**config.mk**
```make
export PLATFORM = sky130hd
export DESIGN_NAME = trace_buffer
export DESIGN_NICKNAME = d
export VERILOG_FILES = /design/src/rtl/trace_buffer.sv
export SDC_FILE = /design/constraint.sdc
export NUM_CORES = 2
export LEC_CHECK = 0
export ABC_AREA = 0
export BUFFER_PORTS_ARGS = -buffer_cell sky130_fd_sc_hd__buf_4
export CAP_MARGIN = 10
export CORE_MARGIN = 2
export CORE_UTILIZATION = 55
export DETAILED_ROUTE_END_ITERATION = 6
export HOLD_SLACK_MARGIN = 0.03
export MAX_ROUTING_LAYER = met4
export PLACE_DENSITY = 0.72
export SLEW_MARGIN = 15
export SYNTH_ARGS = -nofsm -noshare
export SYNTH_HDL_FRONTEND = slang
export SYNTH_SLANG_ARGS = --single-unit
```
**constraint.sdc**
```tcl
create_clock -name clk -period 19.97 [get_ports clk]
set_clock_uncertainty 0.05 [all_clocks]
set_input_delay 1.997 -clock clk [delete_from_list [all_inputs] [get_ports clk]]
set_output_delay 1.997 -clock clk [all_outputs]
set_load 0.005 [all_outputs]
```
**src/rtl/trace_buffer.sv**
```systemverilog
// trace_buffer: circular instruction-trace recorder for the multicycle core.
// Records filtered per-cycle core state, freezes after a PC-match trigger plus
// a post-trigger window (or on force_stop), then drains records oldest-first.
//
// Read handshake: while rd_valid is high the rd_* fields hold the oldest
// record and stay stable; a record is consumed on the rising clk edge where
// rd_valid && rd_ready, and the next record (if any) is presented right after
// that edge. rd_ready is a don't-care while rd_valid is low.
module trace_buffer #(
   parameter int DEPTH   = 16,
   parameter int CYCLE_W = 16,
   parameter int PTR_W   = $clog2(DEPTH)
) (
   input  logic               clk,
   input  logic               reset_n,
   input  logic [31:0]        pc_cur,
   input  logic [31:0]        instruction,
   input  logic [4:0]         fsm_state,
   input  logic               reg_write,
   input  logic [4:0]         rd,
   input  logic [31:0]        result,
   input  logic               mem_write,
   input  logic [31:0]        memory_address,
   input  logic [31:0]        memory_data,
   input  logic [1:0]         mode,
   input  logic               arm,
   input  logic               force_stop,
   input  logic               trig_en,
   input  logic [31:0]        trig_pc,
   input  logic [PTR_W:0]     post_count,
   output logic               rd_valid,
   input  logic               rd_ready,
   output logic [CYCLE_W-1:0] rd_ts,
   output logic [31:0]        rd_pc,
   output logic [31:0]        rd_instr,
   output logic [4:0]         rd_fsm,
   output logic               rd_reg_write,
   output logic [4:0]         rd_rd,
   output logic [31:0]        rd_result,
   output logic               rd_mem_write,
   output logic [31:0]        rd_addr,
   output logic [31:0]        rd_data,
   output logic [1:0]         state,
   output logic [PTR_W:0]     count,
   output logic               wrapped
);

   localparam int REC_W = CYCLE_W + 172;
   localparam logic [PTR_W:0] FULL     = (PTR_W+1)'(DEPTH);
   localparam logic [PTR_W:0] MAX_POST = (PTR_W+1)'(DEPTH - 1);

   typedef enum logic [1:0] {
      IDLE  = 2'd0,
      ARMED = 2'd1,
      POST  = 2'd2,
      DONE  = 2'd3
   } state_t;

   state_t             cur_state, nxt_state;
   logic [PTR_W-1:0]   wr_ptr, wr_ptr_n;
   logic [PTR_W:0]     count_r, count_n;
   logic               wrapped_r, wrapped_n;
   logic [PTR_W:0]     remaining, remaining_n;
   logic [CYCLE_W-1:0] ts;
   logic               wr_en;
   logic               filt;
   logic               capturing;
   logic               q;
   logic [PTR_W:0]     post_clamped;
   logic [PTR_W-1:0]   rd_idx;
   logic [REC_W-1:0]   rec_in;
   logic [REC_W-1:0]   rd_rec;
   logic [REC_W-1:0]   mem [DEPTH];

   // Free-running timestamp, wraps silently.
   always_ff @(posedge clk or negedge reset_n) begin
      if (!reset_n) ts <= '0;
      else          ts <= ts + CYCLE_W'(1);
   end

   assign rec_in = {ts, pc_cur, instruction, fsm_state, reg_write, rd, result,
                    mem_write, memory_address, memory_data};

   // Record storage; contents are only observable through the gated read port.
   always_ff @(posedge clk) begin
      if (wr_en) mem[wr_ptr] <= rec_in;
   end

   // Control state register.
   always_ff @(posedge clk or negedge reset_n) begin
      if (!reset_n) begin
         cur_state <= IDLE;
         wr_ptr    <= '0;
         count_r   <= '0;
         wrapped_r <= 1'b0;
         remaining <= '0;
      end else begin
         cur_state <= nxt_state;
         wr_ptr    <= wr_ptr_n;
         count_r   <= count_n;
         wrapped_r <= wrapped_n;
         remaining <= remaining_n;
      end
   end

   // Capture filter, trigger/post window and drain bookkeeping.
   always_comb begin
      nxt_state   = cur_state;
      wr_ptr_n    = wr_ptr;
      count_n     = count_r;
      wrapped_n   = wrapped_r;
      remaining_n = remaining;
      wr_en       = 1'b0;
      case (mode)
         2'd0:    filt = 1'b1;
         2'd1:    filt = (fsm_state == 5'b00000);
         2'd2:    filt = (reg_write && (rd != 5'd0)) || mem_write;
         default: filt = 1'b0;
      endcase
      capturing    = (cur_state == ARMED) || (cur_state == POST);
      // The arm cycle itself is never recorded.
      q            = capturing && filt && !arm;
      post_clamped = (post_count > MAX_POST) ? MAX_POST : post_count;
      if (arm) begin
         nxt_state   = ARMED;
         wr_ptr_n    = '0;
         count_n     = '0;
         wrapped_n   = 1'b0;
         remaining_n = '0;
      end else begin
         if (q) begin
            wr_en    = 1'b1;
            wr_ptr_n = wr_ptr + PTR_W'(1);
            if (count_r == FULL) wrapped_n = 1'b1;
            else                 count_n   = count_r + (PTR_W+1)'(1);
         end
         case (cur_state)
            ARMED: begin
               if (q && trig_en && (pc_cur == trig_pc)) begin
                  remaining_n = post_clamped;
                  nxt_state   = (post_clamped == '0) ? DONE : POST;
               end
            end
            POST: begin
               if (q) begin
                  remaining_n = remaining - (PTR_W+1)'(1);
                  if (remaining == (PTR_W+1)'(1)) nxt_state = DONE;
               end
            end
            DONE: begin
               if (rd_valid && rd_ready) count_n = count_r - (PTR_W+1)'(1);
            end
            default: ;
         endcase
         if (capturing && force_stop) nxt_state = DONE;
      end
   end

   // Oldest record sits count entries behind the write pointer.
   assign rd_idx   = wr_ptr - count_r[PTR_W-1:0];
   assign rd_valid = (cur_state == DONE) && (count_r != '0);
   assign rd_rec   = rd_valid ? mem[rd_idx] : '0;

   assign {rd_ts, rd_pc, rd_instr, rd_fsm, rd_reg_write, rd_rd, rd_result,
           rd_mem_write, rd_addr, rd_data} = rd_rec;

   assign state   = cur_state;
   assign count   = count_r;
   assign wrapped = wrapped_r;

endmodule

```
; Word-level counts from Yosys, hierarchy flattened
; Memory sizes are Yosys's and may differ from the RTL's.
; Cells that the tools add are included.
[totals]
ramBits = 3008
ff_bits = 33
n_memories = 1
output_inout_bits = 197
in_bits = 217
[op_classes]
add_sub_neg = 6
n_reduce_logical = 23
n_eq_ne = 13
n_mux = 28
order_cmp = 1
[memory_table]
columns = memory, depth, width, rd, rd_clocked_by_memory_dff, wr, line
row1 = mem, 16, 188, 1, 0, 1, 73  ; logic [REC_W-1:0] mem [DEPTH];
[ops]
columns = cell, n
row1 = two-way mux 188 bit, 1
row2 = two-way mux 5 bit, 9
row3 = == test 32 bit, 1
row4 = "adder 16 x 1 -> 16 bit, second input constant", 1
row5 = zero test 5 bit, 2
row6 = two-way mux 2 bit, 5
row7 = one-hot mux 5 bit (2 select lines), 1
row8 = nonzero test 5 bit, 2
row9 = "subtractor 5 x 1 -> 5 bit, second input constant", 2
row10 = logical AND 1 bit, 8
row11 = two-way mux 1 bit, 8
row12 = two-way mux 4 bit, 2
row13 = "!= test 4 x 2 -> 1 bit, second input constant", 2
row14 = "== test 2 bit, second input constant", 3
row15 = "adder 5 x 1 -> 5 bit, second input constant", 1
row16 = "== test 5 x 1 -> 1 bit, second input constant", 1
row17 = "== test 5 bit, second input constant", 1
row18 = "greater-than comparator 5 x 4 -> 1 bit, second input constant", 1
row19 = "adder 4 x 1 -> 4 bit, second input constant", 1
row20 = "== test 2 x 1 -> 1 bit, second input constant", 2
row21 = "!= test 4 x 3 -> 1 bit, second input constant", 1
row22 = one-hot mux 2 bit (2 select lines), 1
row23 = AND reduction 4 bit, 1
row24 = nonzero test 2 bit, 2
row25 = 11 further kinds, 12

; Logic depth before layout (Yosys ltp)
[depth]
ltp_word = 12
mapped_depth = 10

; Worst setup path before layout
; Ideal clock, no wire load.
[synth_path]
kind = input to register
startpoint = input port mode[1]
endpoint = memory mem[0][0] in the netlist's numbering (enable)
n_path_buf = 0
arrival_ns = 15.875
t_required_ns = 18.953
path_slack_ns = 3.077
stages = 6
path_cell_list = or4_4 > o31ai_4 > nand2_1 > nor2_1 > nand2_1 > nor3_1
[synth_via]
elab_chain_cells = 8
word_cells_on_any_way = 10
classes_between = 2 x eq/ne / 5 x mux / 3 x reduce/logical
[synth_rtl]
columns = item, line
row1 = "start, declared", 25  ; input logic [1:0] mode,
row2 = == test 2 bit (tied with other cells), 114  ; case (mode)
row3 = one-hot mux 1 bit (3 select lines) *, 114
row4 = logical AND 1 bit * (2 in a row), 122  ; q = capturing && filt && !arm;
row5 = two-way mux 1 bit *, 131  ; if (q) begin
row6 = two-way mux 1 bit *, 124  ; if (arm) begin
row7 = two-way mux 1 bit *, 86  ; if (wr_en) mem[wr_ptr] <= rec_in;
row8 = two-way mux 1 bit (implied by the code) *, 86
row9 = "end, declared", 73
; Every way passes the cells marked *; elsewhere a longest branch is shown, timed or not.

; Final worst setup path
[layout_path]
startpoint = register wr_ptr[0]
endpoint = output port rd_result[28]
[layout_via]
elab_chain_cells = 3
[layout_rtl]
columns = item, line
row1 = "start, declared", 60  ; logic [PTR_W-1:0] wr_ptr, wr_ptr_n;
row2 = "start signal, assigned", 99  ; wr_ptr <= wr_ptr_n;
row3 = subtractor 4 bit, 160  ; assign rd_idx = wr_ptr - count_r[PTR_W-1:0];
row4 = memory read (16 x 188 bit), --
row5 = two-way mux 188 bit, 162  ; assign rd_rec = rd_valid ? mem[rd_idx] : '0;
row6 = "end, declared", 39  ; output logic [31:0] rd_result,
; No other way between the ends.

==> out/metrics.json <==
{
  "run_status": "completed",
  "final.fill_count": 14200,
  "timing_worst_slew_pin_value_ns": 1.24,
  "number_of_ports_placed_on_the_die_boundary": 414,
  "worst_skew_pair.late_latency_ns": 0.91,
  "post-synth-top-area-fraction": 0.772,
  "start_util": 0.553,
  "timing.max_slew.rel_slack": 0.175,
  "holdCritPathClass": "reg -> reg",
  "synth.lib_cells_used.distinct": 56,
  "die_w_um": 465,
  "power.density_mw_per_mm2": 144,
  "synth_sequential_area_ratio": 0.779,
  "max_clock_freq_mhz": 111,
  "synth.ff_latch_count": 3041,
  "synth_area_leader_cell": "sky130_fd_sc_hd__edfxtp_1",
  "footprint_of_the_multi_input_gates_mm2": 0.0247,
  "die_area_mm2": 0.216,
  "min_period_ns": 9.03,
  "cp_data_arrival_time_ns": 6.98,
  "syn_area_cell_um2": 20.7,
  "power.total_w": 0.0192,
  "grt_first_pass_wirelength_um": 410000,
  "end_kind": "output port",
  "vdd.ir_drop.worst_uv": 203,
  "timing.critical_path.fanout_max": 160,
  "postSynth.topFlopCell": "sky130_fd_sc_hd__edfxtp_1",
  "tritoncts": "yes",
  "finalNetCount": 6392,
  "chipHeight_um": 465,
  "cts_buffer_depth": 4,
  "worst_path_class_setup": "reg -> out",
  "final_hpwl_from_detailed_placement_um": 140000,
  "cts_hold_repair.buffers": 0,
  "routed_via_density": 6.33,
  "grt.busiest_layer": "met2",
  "final_layout_size_suffix_gt1_frac": 0.265,
  "crit_chain": "inv_1 > ha_4 > fa_4 > buf_12 > buf_4 > buf_4 > mux4_2 > nand2_1 > nand3_1 > and3_1 > buf_4",
  "rsz_0062_raised_after_global_routing": "no",
  "fin_crit_sh": 0.452,
  "startpoint_type": "flip-flop",
  "cts.repair.resized": 0,
  "timing.setup.tns_ns": 0,
  "area_growth_from_synthesis_to_layout_pct": 13.7,
  "groute.usage.overall": 0.269,
  "cts_made_buffers": 314,
  "max_cap_viol_count": 0,
  "mappedNetlistNets": 5884,
  "grt_max_degree": 161,
  "sum_of_overflow_across_all_layers_after_global_routing": 0,
  "report.final.slew_viol_count": 0,
  "synth_edf_count": 3008,
  "total_leakage_power_nw": 44.2,
  "tritoncts_num_sinks": 3041,
  "met3_usage_grt": 0.0433,
  "worst_setup_hold_path_clk_slew_ns": 0.06,
  "placementRows": 169,
  "ys_warn_count": 0,
  "worst-endpoint-required_ns": 17.92,
  "setup_viol": 0,
  "count_of_vias_placed_by_the_detailed_router": 58500,
  "htreeDepth": 5,
  "routabilityCongestion": 0.832,
  "detailedRoute.firstPassIterationCount": 6,
  "routedWlPerCell_um": 30.5,
  "placeableCoreArea_mm2": 0.212,
  "grtUsageMet1": 0.356,
  "post_synth_main_area_contributors": "sky130_fd_sc_hd__edfxtp_1 (77%), sky130_fd_sc_hd__mux4_2 (14%), sky130_fd_sc_hd__nand2_1 (2.4%)",
  "synth_area_mm2": 0.117,
  "top_cell_types_by_occurrence_after_synthesis": "sky130_fd_sc_hd__edfxtp_1 (3,008), sky130_fd_sc_hd__mux4_2 (752), sky130_fd_sc_hd__nand2_1 (750)",
  "iteration_0_drc_markers": 6867,
  "path_buf_inv": 5,
  "crit_path_top_delay_cell": "sky130_fd_sc_hd__fa_4",
  "drc_viols": 0,
  "grt_antenna_before_repair": 44,
  "synthArstFlopShare": 0.0109,
  "wl_um": 282000,
  "cts_post_setup_buffers_inserted": 0,
  "cpMostUsedCell": "sky130_fd_sc_hd__buf_4",
  "grt_util_met2": 0.423,
  "largest_delay_contributor_family_on_the_critical_path": "buffers and inverters",
  "post_synth_inst_count": 5651,
  "grt_pass1_vias": 59500,
  "timing_hold_violations_final": 0,
  "synth_most_common_cell": "sky130_fd_sc_hd__edfxtp_1",
  "finalHoldWorstSlack_ns": 0.476,
  "slowest_delay_ns": 1.35,
  "antenna_left": 0,
  "clock_tree.root_cell": "sky130_fd_sc_hd__clkbuf_16",
  "seqCellArea_mm2": 0.0912,
  "place.port_buffers": 413
}
## per-layer routing
| metal | wire length, µm | up-vias |
|---|---|---|
| met2 | 141000 | 2881 |
| li1 | - | 24100 |
| met4 | 11800 | 0 |
| met1 | 107000 | 31100 |
| met5 | 0 | - |
| met3 | 22900 | 468 |
## cells by family (layout without fill, tap and decap cells)
kind of cell | after synthesis | count (layout) | share of synthesized area
flops | 3041 | 3041 | 0.779
simple gates | 1398 | 1398 | 0.0545
mux | 765 | 765 | 0.146
buf+inv | 330 | 1061 | 0.0116
xor+xnor | 56 | 56 | 0.00419
compound gates | 45 | 45 | 0.00283
fa+ha+maj | 16 | 16 | 0.00178
other cells | 0 | 41 | 0
## metrics by stage
step,instances,util,instance area [µm²],setup WS (ns)
floorplan,5651,-,117000,3.08
global placement,8664,0.583,123000,11.91
detailed placement,8664,0.583,123000,11.91
CTS,9203,0.628,133000,10.90
global route,9243,0.628,133000,10.67
finish,9244,0.628,133000,10.94
## layout by cell type (no fill, tap or decap), drive strengths merged, types with 14 or more instances in the layout
cell,synthesis,final
clkinv,0,128
inv,15,21
dfrtp,33,33
mux4,752,752
clkbuf,195,388
edfxtp,3008,3008
and3,190,190
nand2,750,750
nor3,14,14
bufinv,0,16
diode,0,41
nand4,17,17
xnor2,46,46
buf,120,507
nor2,32,32
nand3,371,371
ha,15,15
## power breakdown
part	internal [W]	total (W)	leakage (nW)	switching, W
logic	0.00285	0.00657	12.1	0.00371
clock network	0.00315	0.00545	4.63	0.00230
registers	0.00711	0.00714	27.5	0.0000282
## cell type report
type	count	share of cell area
Sequential cell	3041	0.685
Multi-Input combinational cell	2280	0.185
Clock buffer	388	0.0627
Timing Repair Buffer	507	0.0305
Tap cell	2821	0.0265
Clock inverter	151	0.00819
Antenna cell	41	0.000772
Inverter	15	0.000480
## final timing paths
check,start,end,slack (ns),depth (start not counted)
min in group asynchronous,reset_n,ts[13]$_DFF_PN0_,1.00,1
setup / recovery,wr_ptr[0]$_DFFE_PN0P_,rd_result[28],10.94,11
setup reg to reg,state[0]$_DFFE_PN0P_,mem[14][161]$_DFFE_PP_,14.65,10
max in group asynchronous,reset_n,state[1]$_DFFE_PN0P_,18.51,1
hold reg to reg,remaining[4]$_DFFE_PN0P_,remaining[4]$_DFFE_PN0P_,0.48,1
hold / removal,remaining[4]$_DFFE_PN0P_,remaining[4]$_DFFE_PN0P_,0.48,1
## sequential cells by signal, summed over array words and instances (netlist names)
name and count:
count 5, mem 3008, remaining 5, state 2, ts 16, wr_ptr 4, wrapped 1
No activity file was read; power rests on OpenSTA's default activity.
